## src/rtl/if_id_buf.sv

```systemverilog
// rtl/if_id_buf.sv - fetch-to-decode instruction buffer with flush on taken jump
// Small FIFO of {inst, addr} pairs; decode sees the oldest entry or a NOP when empty.
module if_id_buf #(
    parameter int unsigned DEPTH      = 2,
    parameter logic [31:0] NOP_INST   = 32'h00000001,
    parameter logic [31:0] RESET_ADDR = 32'h00000000
) (
    input  logic        clk,
    input  logic        rst,
    input  logic [31:0] inst_i,
    input  logic [31:0] inst_addr_i,
    input  logic        inst_valid_i,
    output logic        inst_ready_o,
    input  logic        jump_flag_i,
    input  logic        hold_i,
    output logic [31:0] inst_o,
    output logic [31:0] inst_addr_o,
    output logic        inst_valid_o
);

    localparam int unsigned PTR_W = (DEPTH > 1) ? $clog2(DEPTH) : 1;
    localparam int unsigned CNT_W = $clog2(DEPTH + 1);

    localparam logic [PTR_W-1:0] PTR_ONE  = PTR_W'(1);
    localparam logic [CNT_W-1:0] CNT_ONE  = CNT_W'(1);
    localparam logic [CNT_W-1:0] CNT_ZERO = '0;
    localparam logic [CNT_W-1:0] CNT_FULL = CNT_W'(DEPTH);

    logic [31:0]      inst_mem [DEPTH];
    logic [31:0]      addr_mem [DEPTH];

    logic [PTR_W-1:0] wr_ptr_q, wr_ptr_d;
    logic [PTR_W-1:0] rd_ptr_q, rd_ptr_d;
    logic [CNT_W-1:0] count_q,  count_d;

    logic             push;
    logic             pop;
    logic             not_empty;
    logic             not_full;

    // Handshake outputs come from the registered count alone, so neither
    // hold_i nor jump_flag_i can reach inst_ready_o combinationally.
    assign not_empty    = (count_q != CNT_ZERO);
    assign not_full     = (count_q != CNT_FULL);
    assign inst_ready_o = not_full;
    assign inst_valid_o = not_empty;

    assign push = inst_valid_i & not_full  & ~jump_flag_i;
    assign pop  = not_empty    & ~hold_i   & ~jump_flag_i;

    assign inst_o      = not_empty ? inst_mem[rd_ptr_q] : NOP_INST;
    assign inst_addr_o = not_empty ? addr_mem[rd_ptr_q] : RESET_ADDR;

    always_comb begin
        wr_ptr_d = wr_ptr_q;
        rd_ptr_d = rd_ptr_q;
        count_d  = count_q;
        if (jump_flag_i) begin
            wr_ptr_d = '0;
            rd_ptr_d = '0;
            count_d  = CNT_ZERO;
        end else begin
            if (push) begin
                wr_ptr_d = wr_ptr_q + PTR_ONE;
            end
            if (pop) begin
                rd_ptr_d = rd_ptr_q + PTR_ONE;
            end
            unique case ({push, pop})
                2'b10:   count_d = count_q + CNT_ONE;
                2'b01:   count_d = count_q - CNT_ONE;
                default: count_d = count_q;
            endcase
        end
    end

    always_ff @(posedge clk or negedge rst) begin
        if (!rst) begin
            wr_ptr_q <= '0;
            rd_ptr_q <= '0;
            count_q  <= CNT_ZERO;
        end else begin
            wr_ptr_q <= wr_ptr_d;
            rd_ptr_q <= rd_ptr_d;
            count_q  <= count_d;
        end
    end

    // Payload storage carries no reset; stale slots are masked by inst_valid_o.
    always_ff @(posedge clk) begin
        if (push) begin
            inst_mem[wr_ptr_q] <= inst_i;
            addr_mem[wr_ptr_q] <= inst_addr_i;
        end
    end

endmodule

```

## config.mk

```make
export PLATFORM = sky130hd
export DESIGN_NAME = if_id_buf
export DESIGN_NICKNAME = d
export VERILOG_FILES = /design/src/rtl/if_id_buf.sv
export SDC_FILE = /design/constraint.sdc
export NUM_CORES = 1
export LEC_CHECK = 0
export CAP_MARGIN = 20
export CORE_AREA = 3 3 90 155
export DETAILED_ROUTE_END_ITERATION = 10
export DIE_AREA = 0 0 93 158
export MAX_ROUTING_LAYER = met4
export PLACE_DENSITY = 0.68
export SYNTH_ARGS = -nofsm -noshare
export SYNTH_HDL_FRONTEND = slang
export SYNTH_SLANG_ARGS = --single-unit
export TNS_END_PERCENT = 1
```

## constraint.sdc

```tcl
create_clock -name clk -period 7.8 [get_ports clk]
set_clock_uncertainty 0.15 [all_clocks]
set_input_delay 1.56 -clock clk [delete_from_list [all_inputs] [get_ports clk]]
set_output_delay 1.56 -clock clk [all_outputs]
set_load 0.005 [all_outputs]
```

# Word level (Yosys, flattened, before mapping)
# Memory sizes are Yosys's and may differ from the RTL's.
# Cells that the tools add are included.
[word_totals]
register_bits = 4
latchBits = 0
mem_bits_rw = 128
romBits = 0
inputBits = 69
output_inout_bits = 66
n_memories = 2
[memory_table]
columns = ["memory", "words", "width", "read_ports", "rd_ports_with_merged_regs", "wr", "line_no", "text"]
rows = [
  ["addr_mem", 2, 32, 1, 0, 1, "30", "logic [31:0] addr_mem [DEPTH];"],
  ["inst_mem", 2, 32, 1, 0, 1, "29", "logic [31:0] inst_mem [DEPTH];"],
]
[op_classes]
addsub = 4
n_mul = 0
div_mod_pow = 0
magnitude_cmp = 0
eq_ne = 3
shifts = 0
n_mux = 10
n_bitwise = 6
n_reduce_logical = 4
[ops]
columns = ["operator", "count"]
rows = [
  ["$mux W32", 2],
  ["$mux W1", 6],
  ["$reduce_bool A2 Y1", 3],
  ["$and A1 B1 Y1", 4],
  ["$pmux W2 S2", 1],
  ["$reduce_bool A3 Y1", 1],
  ["$add A1 B1 Y1 const B", 2],
  ["$add A2 B1 Y2 const B", 1],
  ["$eq A2 B1 Y1 const B", 1],
  ["$eq A2 B2 Y1 const B", 1],
  ["$mux W2", 1],
  ["$ne A2 B2 Y1 const B", 1],
  ["$not A1 Y1", 2],
  ["$sub A2 B1 Y2 const B", 1],
]

# Depth between registers and ports, before layout
[depth]
ltp_word = 6
mapped_depth = 4
depth_no_buf = 4

# Worst setup path before layout
# No wires, ideal clock.
[synth_path]
path_type = "in2reg"
start = "input inst_valid_i"
end = "memory addr_mem[1][0], enable pin"
setup_time_ps = 578
arrival_ps = 6283
t_required_ps = 7072
path_slack_ps = 789
stages = 2
n_path_buf = 0
path_cell_list = "nand2_1 -> nor3b_1"
[synth_between]
elab_chain_cells = 4
[synth_lines]
columns = ["element", "line_no", "text"]
rows = [
  ["from (decl)", "12", "input logic inst_valid_i,"],
  ["$and A1 B1 Y1 (2 in a row)", "48", "assign push = inst_valid_i & not_full & ~jump_flag_i;"],
  ["$mux W1", "91", "if (push) begin"],
  ["$mux W1 (implied by the code)", "93", "addr_mem[wr_ptr_q] <= inst_addr_i;"],
  ["to (decl)", "30", ""],
]
# Every way passes these cells.

# Final worst setup path
[layout_path]
start = "register count_q[0]"
end = "output inst_o[0]"
[layout_between]
elab_chain_cells = 2
[layout_lines]
columns = ["element", "line_no", "text"]
rows = [
  ["from (decl)", "34", "logic [CNT_W-1:0] count_q, count_d;"],
  ["from (signal assigned)", "85", "count_q <= count_d;"],
  ["$reduce_bool A2 Y1", "43", "assign not_empty = (count_q != CNT_ZERO);"],
  ["$mux W32", "51", "assign inst_o = not_empty ? inst_mem[rd_ptr_q] : NOP_INST;"],
  ["to (decl)", "16", "output logic [31:0] inst_o,"],
]
# Every way passes these cells.

==> results.json <==
{
  "synth_area_leader_cell": "edfxtp_1",
  "antenna_found_initial": 0,
  "nFillCells": 1070,
  "vias": 2938,
  "syn_nets": 366,
  "irDropWorstVdd_mv": 0.1354,
  "antennaDiodeCount": 0,
  "vias_per_cell": 4.716,
  "finalCriticalPeriod_ns": 4.385,
  "core_area_sq_um": 12700,
  "start_kind": "flip-flop",
  "totalPowerFinal_w": 0.001686,
  "grt_pass1_vias": 3195,
  "crit_type": "flip-flop to output port",
  "cts.repair.resized": 0,
  "crit_path_end_kind": "output port",
  "yosysWarnings": 0,
  "clk_latency_ns": 0.40,
  "holdWs_ns": 0.4615,
  "yosysSeqAreaShare_pct": 77.88,
  "root_buffer": "clkbuf_16",
  "p_leak_nw": 2.343,
  "outcome": "completed",
  "cp_max_fo": 35,
  "die_width_um": 93,
  "rows": 54,
  "drive_above_1_share_pct": 9.890,
  "cp.required_ns": 6.09,
  "setup_ws_ns": 3.415,
  "pin_count": 135,
  "hold_viol": 0,
  "path_clk_slew_ns": 0.05,
  "synth_area_sq_um": 5064,
  "async_flop_share_pct": 3.030,
  "totalWireLength_um": 10550,
  "initial_core_util_pct": 39.86,
  "worst_slew_pin_slew_ns": 0.7860,
  "slew_headroom_pct": 47.48,
  "tns_ns": 0,
  "synth.top_cell.area_share_pct": 75.91,
  "setup_violations": 0,
  "die_h_um": 158,
  "synthDistinctLibCells": 23,
  "drt_iter0_drc": 139,
  "grt_usage_pct": 15.30,
  "fmax_mhz": 228.1,
  "cts_tree": "yes",
  "avgRoutedWirePerCell_um": 16.93,
  "numCtsBuffers": 17,
  "final_area_sq_um": 7102,
  "synth.top_cells.by_area": "edfxtp_1 (76%), mux2i_1 (13%), nor2_1 (4.7%)",
  "ant_nets": 0,
  "synth_top_flop_cell": "edfxtp_1",
  "dpl.hpwl_um": 7192,
  "cts_setup_buffers": 0,
  "cts_max_level": 4,
  "synth_common_cells": "edfxtp_1 (128), mux2i_1 (64), nor2_1 (63)",
  "die_area_sq_um": 14690,
  "dp_slack_ns": 3.783,
  "powerDensity_nw_per_um2": 237.4,
  "synth-seq-cells": 132,
  "nets": 511,
  "dpl_cell_area_sq_um": 6569,
  "yosysMostFrequentCell": "edfxtp_1",
  "final_min_period_over_clock_period_pct": 56.22,
  "area_growth_pct": 40.25,
  "dr.pass1.iters": 4,
  "clkSinkCount": 132,
  "drv_slew": 0,
  "grt_overflow": 0,
  "synth-edff-count": 128,
  "arrival_ns": 2.67,
  "rsz0062_at_grt": "no",
  "syn-instance-count": 297,
  "syn_avg_cell_area_sq_um": 17.05,
  "io_buffers": 134,
  "hold_class": "flip-flop to flip-flop",
  "clockBufferDepth": 2,
  "drc_errors": 0,
  "grt_max_degree": 41,
  "hold_buffers": 0,
  "place_congestion": 0.7621,
  "cap_violations": 0,
  "grt_pass1_wl_um": 16170
}
-- per-stage QoR --
stage / util [%] / std cells
2_1_floorplan: - / 297
6_report: 55.91 / 623
3_5_place_dp: 51.71 / 591
3_3_place_gp: 51.71 / 591
4_1_cts: 55.91 / 623
5_1_grt: 55.91 / 623
-- sequential cells by signal (all words and copies together), names as in the netlist --
signal,count
wr_ptr_q,1
inst_mem,64
rd_ptr_q,1
addr_mem,64
count_q,2
-- final timing paths --
| path | start | end | slack [ns] | cells past startpoint |
|---|---|---|---|---|
| max | count_q[0] | inst_o[0] | 3.42 | 5 |
| max reg2reg | count_q[1] | inst_mem[1][23] | 5.75 | 5 |
| min in group asynchronous | rst | count_q[1] | 1.22 | 1 |
| min | wr_ptr_q | wr_ptr_q | 0.46 | 2 |
| max in group asynchronous | rst | rd_ptr_q | 6.08 | 1 |
| min reg2reg | wr_ptr_q | wr_ptr_q | 0.46 | 2 |
-- final cells by class --
cell class,count,area (sq um),area share (%)
clock inverter,15,107.6,1.515
sequential,132,3948,55.58
tap,168,210.2,2.960
clock buffer,17,425.4,5.990
inverter,3,11.26,0.1586
multi-input combinational,148,1013,14.27
timing repair buffer,140,1386,19.52
-- logic make-up (layout without fill, tap and decap cells) --
kind of cell,count (synthesis),count (layout),share of synthesized area (%)
DFF,132,132,77.89
AOI/OAI and AO/OA,7,7,0.7905
buffers and inverters,17,175,2.397
muxes,64,64,12.65
and+or+nand+nor,77,77,6.276
-- layout by cell type, fill, tap and decap left out --
| master | instances |
|---|---|
| a21o_1 | 1 |
| a21oi_1 | 2 |
| a31oi_1 | 2 |
| buf_4 | 6 |
| clkbuf_16 | 17 |
| clkdlybuf4s50_1 | 134 |
| clkinv_2 | 5 |
| clkinv_4 | 2 |
| clkinvlp_4 | 4 |
| dfrtp_1 | 3 |
| dfrtp_4 | 1 |
| edfxtp_1 | 128 |
| inv_1 | 1 |
| inv_2 | 2 |
| inv_6 | 4 |
| mux2i_1 | 64 |
| nand2_1 | 4 |
| nand3_1 | 2 |
| nand3b_1 | 1 |
| nand4b_1 | 1 |
| nor2_1 | 63 |
| nor2_4 | 1 |
| nor2b_2 | 1 |
| nor3_2 | 1 |
| nor3b_2 | 1 |
| o21ai_0 | 1 |
| o21ai_1 | 1 |
| or3_1 | 2 |
-- worst max-delay path: stages (launching register included) --
cell and delay, ns:
dfrtp_1 0.46, nor2_4 0.66, buf_4 0.48, inv_1 0.10, nand2_1 0.08, clkdlybuf4s50_1 0.49
-- power by group --
part	switching, W	internal (W)
Clock	0.000289	0.000407
Combinational	0.0000727	0.0000990
Sequential	0.0000120	0.000807
Total	0.000373	0.00131
-- metal layers --
layer | routed length (um) | track usage [%] | vias up
met5 | 0 | - | -
met4 | 203 | 6.429 | 0
met3 | 469 | 4.280 | 15
met2 | 6308 | 28.94 | 91
met1 | 3565 | 14.09 | 1436
li1 | - | - | 1396
(Power assumes the default switching activity.)
